==> src/rtl/output_precision_packer.sv <==
// output_precision_packer
//   Packs 1, 2 or 4 consecutive activation vectors into one output word by
//   truncating each lane to ACT_W/K bits. K comes from the precision code
//   (0/3 -> 1, 1 -> 2, 2 -> 4). Two lane layouts are supported:
//     CNN : out lane m = {slot K-1 lane m, ..., slot 0 lane m}
//     FC  : out lane m = slot m/(N_DIM/K), source lanes K*j .. K*j+K-1,
//           j = m mod (N_DIM/K), lowest source lane in the LSBs
//   A flush emits a partially filled pack with the missing slots zeroed.
//
// Ports
//   clk, reset    : clock, synchronous active-high reset
//   enable        : global enable; low freezes all state, forces in_ready low
//   precision     : 2-bit precision code, latched at the first vector of a pack
//   mode_cnn      : 1 = CNN layout, 0 = FC/EWS layout, latched with precision
//   in_valid      : in_data valid
//   in_ready      : block accepts in_data this cycle
//   in_data       : N_DIM lanes of ACT_W bits, lane m at [ACT_W*m +: ACT_W]
//   flush         : single-cycle request to emit a partially filled pack
//   out_valid     : out_data holds a packed word
//   out_ready     : consumer accepts out_data
//   out_data      : packed word, lanes laid out as for in_data
//   out_partial   : word came from a flush and contains zero-filled slots
//   busy          : fill count > 0 or out_valid
module output_precision_packer #(
    parameter int unsigned N_DIM = 8,
    parameter int unsigned ACT_W = 8
) (
    input  logic                     clk,
    input  logic                     reset,
    input  logic                     enable,
    input  logic [1:0]               precision,
    input  logic                     mode_cnn,
    input  logic                     in_valid,
    output logic                     in_ready,
    input  logic [N_DIM*ACT_W-1:0]   in_data,
    input  logic                     flush,
    output logic                     out_valid,
    input  logic                     out_ready,
    output logic [N_DIM*ACT_W-1:0]   out_data,
    output logic                     out_partial,
    output logic                     busy
);

    localparam int unsigned W   = N_DIM * ACT_W;
    localparam int unsigned SW2 = ACT_W / 2;   // slot width for K = 2
    localparam int unsigned SW4 = ACT_W / 4;   // slot width for K = 4
    localparam int unsigned LG2 = N_DIM / 2;   // out lanes per slot, FC, K = 2
    localparam int unsigned LG4 = N_DIM / 4;   // out lanes per slot, FC, K = 4

    // Index of the slot that completes a pack (K-1) for a precision code.
    function automatic logic [1:0] last_slot(input logic [1:0] prec);
        case (prec)
            2'd1:    last_slot = 2'd1;
            2'd2:    last_slot = 2'd3;
            default: last_slot = 2'd0;
        endcase
    endfunction

    // State
    logic [1:0]   fill_cnt;
    logic [1:0]   lat_prec;
    logic         lat_cnn;
    logic         pend_flush;
    logic [W-1:0] staging [4];

    // Control
    logic         in_xfer_c;
    logic         first_c;
    logic [1:0]   eff_prec_c;
    logic         eff_cnn_c;
    logic         out_free_c;
    logic         flush_req_c;
    logic         complete_c;
    logic         emit_partial_c;
    logic         emit_c;
    logic         pend_next_c;

    // Datapath
    logic [W-1:0] slot_c [4];
    logic [W-1:0] cnn2_c;
    logic [W-1:0] cnn4_c;
    logic [W-1:0] fc2_c;
    logic [W-1:0] fc4_c;
    logic [W-1:0] packed_c;

    // Handshake and status
    assign out_free_c = ~out_valid | out_ready;
    assign in_ready   = enable & ~reset & out_free_c;
    assign in_xfer_c  = in_valid & in_ready;
    assign busy       = (fill_cnt != 2'd0) | out_valid;

    // Mode of the pack in progress; a new pack takes the live inputs.
    assign first_c    = (fill_cnt == 2'd0);
    assign eff_prec_c = first_c ? precision : lat_prec;
    assign eff_cnn_c  = first_c ? mode_cnn  : lat_cnn;

    // A completing vector always wins over a flush; a flush with an
    // incoming non-completing vector emits that vector as part of the word.
    assign flush_req_c    = flush | pend_flush;
    assign complete_c     = in_xfer_c & (fill_cnt == last_slot(eff_prec_c));
    assign emit_partial_c = flush_req_c & ~complete_c &
                            (in_xfer_c | (~first_c & out_free_c));
    assign emit_c         = complete_c | emit_partial_c;
    assign pend_next_c    = flush_req_c & ~first_c & ~in_xfer_c & ~emit_c;

    // Slot view for emission: staged slots below fill count, the incoming
    // vector in the current slot, and zero everywhere else.
    always_comb begin
        for (int s = 0; s < 4; s++) begin
            slot_c[s] = '0;
            if (2'(s) < fill_cnt) begin
                slot_c[s] = staging[s];
            end else if ((2'(s) == fill_cnt) && in_xfer_c) begin
                slot_c[s] = in_data;
            end
        end
    end

    // Candidate packings for each K / layout combination.
    always_comb begin
        cnn2_c = '0;
        cnn4_c = '0;
        fc2_c  = '0;
        fc4_c  = '0;
        for (int m = 0; m < int'(N_DIM); m++) begin
            cnn2_c[m*ACT_W +: ACT_W] = {slot_c[1][m*ACT_W +: SW2],
                                        slot_c[0][m*ACT_W +: SW2]};
            cnn4_c[m*ACT_W +: ACT_W] = {slot_c[3][m*ACT_W +: SW4],
                                        slot_c[2][m*ACT_W +: SW4],
                                        slot_c[1][m*ACT_W +: SW4],
                                        slot_c[0][m*ACT_W +: SW4]};
            fc2_c[m*ACT_W +: ACT_W]  =
                {slot_c[2'(m / int'(LG2))][(2*(m % int'(LG2)) + 1)*ACT_W +: SW2],
                 slot_c[2'(m / int'(LG2))][(2*(m % int'(LG2)))*ACT_W     +: SW2]};
            fc4_c[m*ACT_W +: ACT_W]  =
                {slot_c[2'(m / int'(LG4))][(4*(m % int'(LG4)) + 3)*ACT_W +: SW4],
                 slot_c[2'(m / int'(LG4))][(4*(m % int'(LG4)) + 2)*ACT_W +: SW4],
                 slot_c[2'(m / int'(LG4))][(4*(m % int'(LG4)) + 1)*ACT_W +: SW4],
                 slot_c[2'(m / int'(LG4))][(4*(m % int'(LG4)))*ACT_W     +: SW4]};
        end
    end

    // Select the packing for the active precision and layout.
    always_comb begin
        packed_c = slot_c[0];
        case (eff_prec_c)
            2'd1:    packed_c = eff_cnn_c ? cnn2_c : fc2_c;
            2'd2:    packed_c = eff_cnn_c ? cnn4_c : fc4_c;
            default: packed_c = slot_c[0];
        endcase
    end

    // State update; reset overrides enable, enable low freezes everything.
    always_ff @(posedge clk) begin
        if (reset) begin
            fill_cnt    <= 2'd0;
            lat_prec    <= 2'd0;
            lat_cnn     <= 1'b0;
            pend_flush  <= 1'b0;
            out_valid   <= 1'b0;
            out_partial <= 1'b0;
            out_data    <= '0;
            for (int s = 0; s < 4; s++) begin
                staging[s] <= '0;
            end
        end else if (enable) begin
            if (in_xfer_c) begin
                if (first_c) begin
                    lat_prec <= precision;
                    lat_cnn  <= mode_cnn;
                end
                if (!emit_c) begin
                    staging[fill_cnt] <= in_data;
                    fill_cnt          <= fill_cnt + 2'd1;
                end
            end

            if (emit_c) begin
                out_data    <= packed_c;
                out_valid   <= 1'b1;
                out_partial <= emit_partial_c;
                fill_cnt    <= 2'd0;
            end else if (out_valid && out_ready) begin
                out_valid <= 1'b0;
            end

            pend_flush <= pend_next_c;
        end
    end

endmodule

==> config.mk <==
export PLATFORM = sky130hd
export DESIGN_NAME = output_precision_packer
export DESIGN_NICKNAME = d
export VERILOG_FILES = /design/src/rtl/output_precision_packer.sv
export SDC_FILE = /design/constraint.sdc
export NUM_CORES = 1
export LEC_CHECK = 0
export CAP_MARGIN = 20
export CORE_UTILIZATION = 40
export DETAILED_ROUTE_END_ITERATION = 10
export GPL_TIMING_DRIVEN = 0
export HOLD_SLACK_MARGIN = 0.12
export SLEW_MARGIN = 25
export SYNTH_ARGS = -nofsm -noshare
export SYNTH_HDL_FRONTEND = slang
export SYNTH_SLANG_ARGS = --single-unit
export TNS_END_PERCENT = 20
==> constraint.sdc <==
create_clock -name clk -period 7.3 [get_ports clk]
set_clock_uncertainty 0.05 [all_clocks]
set_input_delay 1.095 -clock clk [delete_from_list [all_inputs] [get_ports clk]]
set_output_delay 1.095 -clock clk [all_outputs]
set_load 0.05 [all_outputs]
==> results.sh <==
export IMPL_fmax_mhz=144.7
export IMPL_dp_slack_ns=0.5751
export IMPL_synth_seq_area_share_pct=49.45
export IMPL_crit_type="reg -> reg"
export IMPL_drive_above_1_share_pct=7.205
export IMPL_cp_arrival_ns=6.93
export IMPL_antenna_left=0
export IMPL_clk_pin_slew_ns=0.08
export IMPL_clock_sinks=184
export IMPL_period_needed_ns=6.913
export IMPL_ff2ff_setup_slack_ns=0.39
export IMPL_dp_hpwl_mm=33.11
export IMPL_clkPwrFrac_pct=32.6
export IMPL_holdCritPathClass="reg -> reg"
export IMPL_ios=141
export IMPL_outcome="completed"
export IMPL_r2r_start="fill_cnt[1]"
export IMPL_synthFlopType="edfxtp_1"
export IMPL_syn_inst=979
export IMPL_initial_utilization_pct=41.15
export IMPL_startpoint="fill_cnt[1]"
export IMPL_grt_start_max_net_pins=37
export IMPL_ys_async_sr_fraction_pct=0
export IMPL_finalSetupTns_ns=0
export IMPL_clk_path_buf_depth=2
export IMPL_synth_seq_cells=184
export IMPL_floorplan_die_width_um=157.9
export IMPL_antenna_found_initial=0
export IMPL_clockRootBuffer="clkbuf_16"
export IMPL_die_h_um=157.9
export IMPL_ys_types=68
export IMPL_tightest_slew_ns=1.122
export IMPL_r2r_cells=17
export IMPL_most_common_layout_cells="139 x clkdlybuf4s50_1, 115 x and2_1, 112 x edfxtp_1, 91 x nand2_1, 72 x dfxtp_1"
export IMPL_vias=9333
export IMPL_numCtsBuffers=17
export IMPL_wl_per_cell_um=31.23
export IMPL_relSlewSlack_pct=24.61
export IMPL_fin_area_um2=12110
export IMPL_p_comb_share_pct=26.0
export IMPL_dieArea_um2=24920
export IMPL_period_share_pct=94.69
export IMPL_nets=1219
export IMPL_htreeDepth=4
export IMPL_routed_wl_mm=45.97
export IMPL_track_usage_pct=37.72
export IMPL_critPathLaunchType="register"
export IMPL_postCtsSetupBuffers=0
export IMPL_grt_pass1_vias=8822
export IMPL_post_cts_resized=0
export IMPL_cp_max_fo=32
export IMPL_worst_ep_required_time_ns=7.31
export IMPL_power_density_nw_per_um2=238.0
export IMPL_grt_overflow_total=0
export IMPL_syn_area_per_cell_um2=9.924
export IMPL_setup_slack_ns=0.3874
export IMPL_rsz0062_at_grt="no"
export IMPL_cap_violations=0
export IMPL_synth_nets=1059
export IMPL_core_region_area_um2=23610
export IMPL_internal_power_uw=1851
export IMPL_critPathCaptureType="register"
export IMPL_setup_viol=0
export IMPL_cts_tree="yes"
export IMPL_ir_worst_vdd_mv=0.1290
export IMPL_final_hold_viol_count=0
export IMPL_endpoint="staging[1][25]"
export IMPL_postCtsHoldBufs=0
export IMPL_maxSlewViolCount=0
export IMPL_p_leak_uw=0.004375
export IMPL_portBuffers=139
export IMPL_place_area_um2=11540
export IMPL_rows=56
export IMPL_synth_area_um2=9716
export IMPL_r2r_end="staging[1][25]"
export IMPL_p_seq_share_pct=41.4
export IMPL_netSwitchingFraction_pct=35.78
export IMPL_drc=0
export IMPL_total_power_uw=2883
export IMPL_synth_warnings=0
export IMPL_firstDrtPassIters=5
export IMPL_layout_commonest_cell="clkdlybuf4s50_1"
export IMPL_p_sw_uw=1031
export IMPL_drtIter0Drc=1236
export IMPL_synth_edf_count=112
export IMPL_area_growth_pct=24.65
export IMPL_grt_first_pass_wirelength_mm=64.26
export IMPL_via_per_inst=6.340
export IMPL_gp_congestion=0.9849
export IMPL_clock_latency_ns=0.45
==> state kept, by name, summed over array words and instances, names as in the netlist <==
name	count
fill_cnt	2
lat_cnn	1
lat_prec	2
out_data	64
out_partial	1
out_valid	1
pend_flush	1
staging	112
==> worst max-delay path, stage by stage (launching register included) <==
cell and delay [ns]:
dfxtp_1 0.35, buf_2 0.20, clkbuf_1 0.36, inv_1 0.34, ha_1 0.23, buf_6 0.14
buf_2 0.36, clkbuf_1 0.70, clkbuf_1 0.58, mux2i_1 0.37, inv_1 0.07, ha_1 0.27
clkbuf_1 0.26, xor2_1 0.11, nand2_1 0.19, nand3_1 0.10, nor3_1 0.86, or2_2 0.92
==> power groups by stage <==
stage               Clock [uW]  Combinational [uW]  Sequential [uW]
finish                     940                 750             1190
detailed placement           0                 727             1220
CTS                        939                 729             1190
floorplan                    0                 323             1290
global route               980                 772             1200
global placement             0                 724             1220
==> area by class of cell <==
class	count	area [um^2]
inverters	11	41.29
flip-flops and latches	184	4805
repair buffers	141	1419
fillers	2284	11500
well taps	319	399.1
plain buffers	92	419.2
clock inverters	14	125.1
clock buffers	18	439.2
multi-input cells	692	4461
diodes	1	2.502
==> routing by layer <==
layer  GRT usage [%]  share of wire [%]
met5               0                  0
met4           16.00                3.7
met1           51.72                 42
met3           6.953                9.2
met2           58.11                 45
==> cell usage after synthesis, drive strengths merged, types with 16 or more instances <==
cell type | count | area [um^2]
and2 | 117 | 734.5
edfxtp | 112 | 3363
nand2 | 91 | 341.6
dfxtp | 72 | 1441
nor2 | 67 | 251.5
clkbuf | 57 | 215.2
a21oi | 35 | 175.2
buf | 35 | 204.0
a211oi | 30 | 230.2
o21ai | 27 | 135.1
a221oi | 25 | 219.0
nor3 | 25 | 146.4
a22oi | 23 | 177.7
a31oi | 23 | 143.9
a32o | 18 | 180.2
a211o | 17 | 148.9
o22ai | 17 | 106.4
and3 | 16 | 100.1
==> worst min path at each step <==
stage	to	start	slack [ns]	depth (start not counted)
after CTS	out_data[38]	out_data[38]	0.41	2
after global routing	out_data[58]	out_data[58]	0.42	2
after global placement	out_data[38]	out_data[38]	0.39	2
final	out_data[38]	out_data[38]	0.40	2
after floorplan	lat_prec[0]	lat_prec[0]	0.43	2
after detailed placement	out_data[38]	out_data[38]	0.39	2
==> per-stage QoR <==
stage / hold slack, ns / instances / util [%]
2_1_floorplan: 0.4275 / 979 / -
3_5_place_dp: 0.3907 / 1439 / 48.88
5_1_grt: 0.4237 / 1471 / 51.28
4_1_cts: 0.4081 / 1471 / 51.27
6_report: 0.4034 / 1472 / 51.29
3_3_place_gp: 0.3860 / 1437 / 48.73
==> logic make-up after synthesis <==
group | count (synthesis) | share of synthesized area, %
mux | 5 | 0.5666
flops | 184 | 49.45
xor+xnor | 2 | 0.1803
simple gates | 363 | 19.45
buf+inv | 103 | 4.739
fa+ha+maj | 7 | 0.9014
compound gates | 315 | 24.71
Note: power is estimated with default switching activity, not from simulation.
